===== src/rtl/rr_arbiter4.sv =====
// Four-requester round-robin arbiter with registered one-hot grant, encoded index
// and an optional hold-time limit that forces release of a long-held grant.
module rr_arbiter4 #(
    parameter int HOLD_MAX = 16
) (
    input  logic       clk,
    input  logic       rst,
    input  logic [3:0] req,
    input  logic       done,
    output logic [3:0] gnt,
    output logic [1:0] gnt_idx,
    output logic       gnt_valid,
    output logic       timeout
);

    // state   | meaning
    // S_IDLE  | no grant active, waiting for any request
    // S_GRANT | one requester owns the resource, hold counter running
    typedef enum logic {
        S_IDLE  = 1'b0,
        S_GRANT = 1'b1
    } state_t;

    localparam bit         HOLD_EN   = (HOLD_MAX != 0);
    localparam logic [7:0] HOLD_LAST = (HOLD_MAX == 0) ? 8'd0 : 8'(HOLD_MAX - 1);

    state_t     r_state;
    state_t     w_state_nxt;
    logic [1:0] r_ptr;
    logic [1:0] r_idx;
    logic [3:0] r_gnt;
    logic [7:0] r_cnt;
    logic       r_timeout;

    logic [1:0] w_ptr_nxt;
    logic [1:0] w_idx_nxt;
    logic [3:0] w_gnt_nxt;
    logic [7:0] w_cnt_nxt;
    logic       w_timeout_nxt;

    logic       w_owner_req;
    logic       w_hold_hit;
    logic       w_release;
    logic [1:0] w_ptr_rel;
    logic [3:0] w_req_rel;
    logic [2:0] w_pick_idle;
    logic [2:0] w_pick_rel;

    // Returns {found, index} of the first set bit at or after start, with wrap.
    function automatic logic [2:0] f_pick(input logic [3:0] reqs, input logic [1:0] start);
        logic [2:0] res;
        logic [1:0] idx;
        res = 3'b000;
        for (int k = 0; k < 4; k++) begin
            idx = start + 2'(k);
            if (!res[2] && reqs[idx]) begin
                res = {1'b1, idx};
            end
        end
        return res;
    endfunction

    assign w_owner_req = req[r_idx];
    assign w_hold_hit  = HOLD_EN && (r_cnt == HOLD_LAST);
    assign w_release   = (r_state == S_GRANT) && (done || !w_owner_req || w_hold_hit);
    assign w_ptr_rel   = r_idx + 2'd1;
    // The releasing owner sits out the same-edge re-arbitration.
    assign w_req_rel   = req & ~(4'b0001 << r_idx);
    assign w_pick_idle = f_pick(req, r_ptr);
    assign w_pick_rel  = f_pick(w_req_rel, w_ptr_rel);

    always_ff @(posedge clk) begin
        if (rst) begin
            r_state   <= S_IDLE;
            r_ptr     <= 2'd0;
            r_idx     <= 2'd0;
            r_gnt     <= 4'b0000;
            r_cnt     <= 8'd0;
            r_timeout <= 1'b0;
        end else begin
            r_state   <= w_state_nxt;
            r_ptr     <= w_ptr_nxt;
            r_idx     <= w_idx_nxt;
            r_gnt     <= w_gnt_nxt;
            r_cnt     <= w_cnt_nxt;
            r_timeout <= w_timeout_nxt;
        end
    end

    always_comb begin
        w_state_nxt = r_state;
        case (r_state)
            S_IDLE: begin
                if (w_pick_idle[2]) begin
                    w_state_nxt = S_GRANT;
                end
            end
            S_GRANT: begin
                if (w_release && !w_pick_rel[2]) begin
                    w_state_nxt = S_IDLE;
                end
            end
            default: w_state_nxt = S_IDLE;
        endcase
    end

    always_comb begin
        w_ptr_nxt     = r_ptr;
        w_idx_nxt     = r_idx;
        w_gnt_nxt     = r_gnt;
        w_cnt_nxt     = r_cnt;
        w_timeout_nxt = 1'b0;
        case (r_state)
            S_IDLE: begin
                w_cnt_nxt = 8'd0;
                if (w_pick_idle[2]) begin
                    w_idx_nxt = w_pick_idle[1:0];
                    w_gnt_nxt = 4'b0001 << w_pick_idle[1:0];
                end else begin
                    w_idx_nxt = 2'd0;
                    w_gnt_nxt = 4'b0000;
                end
            end
            S_GRANT: begin
                if (w_release) begin
                    w_ptr_nxt     = w_ptr_rel;
                    w_cnt_nxt     = 8'd0;
                    // Only a release caused purely by the hold limit counts as a timeout.
                    w_timeout_nxt = !done && w_owner_req && w_hold_hit;
                    if (w_pick_rel[2]) begin
                        w_idx_nxt = w_pick_rel[1:0];
                        w_gnt_nxt = 4'b0001 << w_pick_rel[1:0];
                    end else begin
                        w_idx_nxt = 2'd0;
                        w_gnt_nxt = 4'b0000;
                    end
                end else if (r_cnt != 8'hFF) begin
                    w_cnt_nxt = r_cnt + 8'd1;
                end
            end
            default: begin
                w_idx_nxt = 2'd0;
                w_gnt_nxt = 4'b0000;
                w_cnt_nxt = 8'd0;
            end
        endcase
    end

    assign gnt       = r_gnt;
    assign gnt_idx   = r_idx;
    assign gnt_valid = |r_gnt;
    assign timeout   = r_timeout;

endmodule


===== config.mk =====
export PLATFORM = sky130hd
export DESIGN_NAME = rr_arbiter4
export DESIGN_NICKNAME = d
export VERILOG_FILES = /design/src/rtl/rr_arbiter4.sv
export SDC_FILE = /design/constraint.sdc
export NUM_CORES = 1
export LEC_CHECK = 0
export BUFFER_PORTS_ARGS = -buffer_cell sky130_fd_sc_hd__buf_2
export CORE_AREA = 2 2 85 46
export DETAILED_ROUTE_END_ITERATION = 8
export DIE_AREA = 0 0 87 48
export GPL_TIMING_DRIVEN = 0
export PLACE_DENSITY = 0.63
export SYNTH_ARGS = -nofsm -noshare
export SYNTH_HDL_FRONTEND = slang
export SYNTH_SLANG_ARGS = --single-unit

===== constraint.sdc =====
create_clock -name clk -period 2.8 [get_ports clk]
set_input_delay 0.28 -clock clk [delete_from_list [all_inputs] [get_ports clk]]
set_output_delay 0.28 -clock clk [all_outputs]
set_load 0.005 [all_outputs]

==> results.toml <==
[clock_network]
cts_root_buffer = "clkbuf_8"
cts.clk_slew.worst_paths_ns = 0.07
cts_num_sinks = 18
clkLatencyLatePin_ns = 0.26
clock_path_buffers = 2
cts_buffers = 3
postCtsSetupRepairBufs = 0
h-tree-depth = 1
postCtsHoldBufs = 0
cts_tree = "done"
cts_resized = 0

[worst_hold_path]
min_path_type = "in2reg"

[sta]
skew_ns = 0.00203
rsz0062_at_grt = "no"
fmax_mhz = 384
setup_viol = 0
period_needed_ns = 2.61
tightest_slew_ns = 0.594
finalHoldViolations = 0
min_period_over_period_pct = 93.1
fin_setup_tns_ns = 0
drv_slew = 0
slew_headroom_pct = 59.8

[pwr]
p_comb_share_pct = 35.7
pwr-share-seq_pct = 36.9
leakagePower_nw = 0.601
ir_drop_mv = 0.167
switchingPower_mw = 0.268
swShare_pct = 33.7
pwr_density_cell_mw_per_mm2 = 522
p_total_mw = 0.796
pwr-share-clk_pct = 27.4
intPower_mw = 0.528

[yosys]
ys_ff_latch = 18
dominantRegCellSynth = "dfxtp_1"
synth-edff-count = 0
syn_inst = 151
avgSynthCellArea_sq_um = 8.87
ys_types = 57
postSynthNetCount = 163
yosysSeqAreaShare_pct = 26.9
synthArstFlopShare_pct = 0
yosys_warnings = 0
syn_area_sq_mm = 0.00134

[grt]
grt_pass1_wl_um = 5120
grt_overflow_total = 0
grt_max_degree = 11
grt_antenna_before_repair = 0
grt_use_total_pct = 16.1
grt_pass1_vias = 1094

[status]
status = "finished, final reports clean"

[layout]
antenna_cells = 0
final_cell_mix = "buf_2, dfxtp_1, nor2_1, nand2b_1, nand3_1"
area_growth_pct = 13.7
drive_above_1_share_pct = 23.1
fin_nets = 182

[placement]
io_buffers = 14
place.gp.congestion = 0.830
dp_hpwl_um = 2330

[routing]
dr.pass1.iters = 4
vias = 1233
drtIter0Drc = 49
route.detailed.drc = 0
avgRoutedWirePerCell_um = 14.9
avgViaCountPerCell = 5.84
totalWireLength_um = 3150
antenna_left = 0

[die]
initial_core_util_pct = 39.9
io-pin-count = 15
die_w_um = 87
fp-row-count = 15
core_sq_mm = 0.00336
die_area_sq_mm = 0.00418
dieHeight_um = 48

[worst_setup_path]
crit_type = "reg2reg"
worstPathMaxFanout = 10
cp.arrival_ns = 2.76
start_kind = "flip-flop"
required_ns = 2.96
worstSetupEndpointType = "flip-flop"

[job]
drv_cap = 0
## critical path, cell delays in order (launching register included)
cell and delay [ns]:
dfxtp_1 0.53, inv_2 0.18, ha_1 0.43, buf_4 0.22, mux2i_1 0.20, nand3_1 0.14
a211oi_1 0.43, a21boi_0 0.16, o21ba_2 0.21
## logic make-up (layout without fill, tap and decap cells)
logic type | count (synthesis) | count (layout) | synth area share [%]
simple gates | 59 | 59 | 26.2
fa+ha+maj | 5 | 5 | 4.67
compound gates | 45 | 45 | 27.2
buf+inv | 13 | 31 | 5.13
mux | 9 | 9 | 8.59
xor+xnor | 2 | 2 | 1.31
flops | 18 | 18 | 26.9
## power by group through the flow
stage               clock network, mW  registers, mW  logic [mW]
floorplan                           0          0.296       0.209
global placement                    0          0.299       0.274
detailed placement                  0          0.299       0.277
CTS                             0.223          0.293       0.279
global route                    0.233          0.297       0.312
finish                          0.218          0.294       0.284
## synthesized netlist by cell type, types with 2 or more instances
| cell | n | share of area, % |
|---|---|---|
| nand3_1 | 9 | 3.4 |
| ha_1 | 5 | 4.7 |
| inv_1 | 3 | 0.84 |
| a21oi_1 | 5 | 1.9 |
| o21a_1 | 3 | 1.7 |
| buf_4 | 2 | 1.1 |
| buf_2 | 4 | 1.5 |
| nand2b_1 | 10 | 4.7 |
| and3_1 | 2 | 0.93 |
| a31oi_1 | 3 | 1.4 |
| nand2_1 | 6 | 1.7 |
| dfxtp_1 | 18 | 27 |
| o2bb2ai_1 | 2 | 1.3 |
| nor3b_1 | 2 | 1.1 |
| nor2b_1 | 4 | 1.9 |
| a21o_1 | 2 | 1.1 |
| clkbuf_1 | 2 | 0.56 |
| a32oi_1 | 4 | 2.6 |
| mux4_2 | 2 | 3.4 |
| o22ai_1 | 4 | 1.9 |
| nor4_1 | 3 | 1.4 |
| nor4b_1 | 2 | 1.3 |
| a211oi_2 | 3 | 2.8 |
| a22oi_1 | 3 | 1.7 |
| mux2i_1 | 7 | 5.2 |
| nor2_1 | 10 | 2.8 |
## final timing paths
kind / cells past startpoint / endpoint / slack (ns) / from
min reg2reg: 2 / r_cnt[1]$_SDFFE_PP0P_ / 0.56 / r_cnt[1]$_SDFFE_PP0P_
max: 8 / r_state$_SDFF_PP0_ / 0.19 / gnt_idx[0]$_SDFFE_PP0P_
max reg2reg: 8 / r_state$_SDFF_PP0_ / 0.19 / gnt_idx[0]$_SDFFE_PP0P_
min: 3 / timeout$_SDFF_PP0_ / 0.31 / rst
## final cells by class
type                            count  area, sq um
Multi-Input combinational cell    120          917
Timing Repair Buffer               14         70.1
Clock buffer                        4         55.1
Sequential cell                    18          360
Buffer                              9         53.8
Tap cell                           42         52.6
Fill cell                         332         1840
Inverter                            4         15.0
## metrics by stage
stage	cells	instance area, sq um	hold slack, ns	worst slack [ns]	utilization (%)
4_1_cts	211	1520	0.315	0.185	45.2
3_5_place_dp	207	1460	0.548	0.212	43.5
6_report	211	1520	0.313	0.194	45.4
5_1_grt	211	1520	0.330	0.0187	45.4
3_3_place_gp	207	1460	0.531	0.243	43.5
2_1_floorplan	151	1340	0.458	0.619	-
## metal layers
layer | part of all wire (%) | GRT usage [%] | wire length (um) | up-vias
met1 | 50 | 20.5 | 1560 | 585
li1 | - | - | - | 618
met4 | 0.64 | 4.06 | 20 | 0
met5 | 0 | 0 | 0 | -
met3 | 5.2 | 2.76 | 162 | 2
met2 | 45 | 29.3 | 1400 | 28
## registers in the layout, summed over array words and instances, names as in the netlist
name,count
r_ptr,2
gnt,4
timeout,1
r_state,1
gnt_idx,2
r_cnt,8
(Power assumes the default switching activity.)
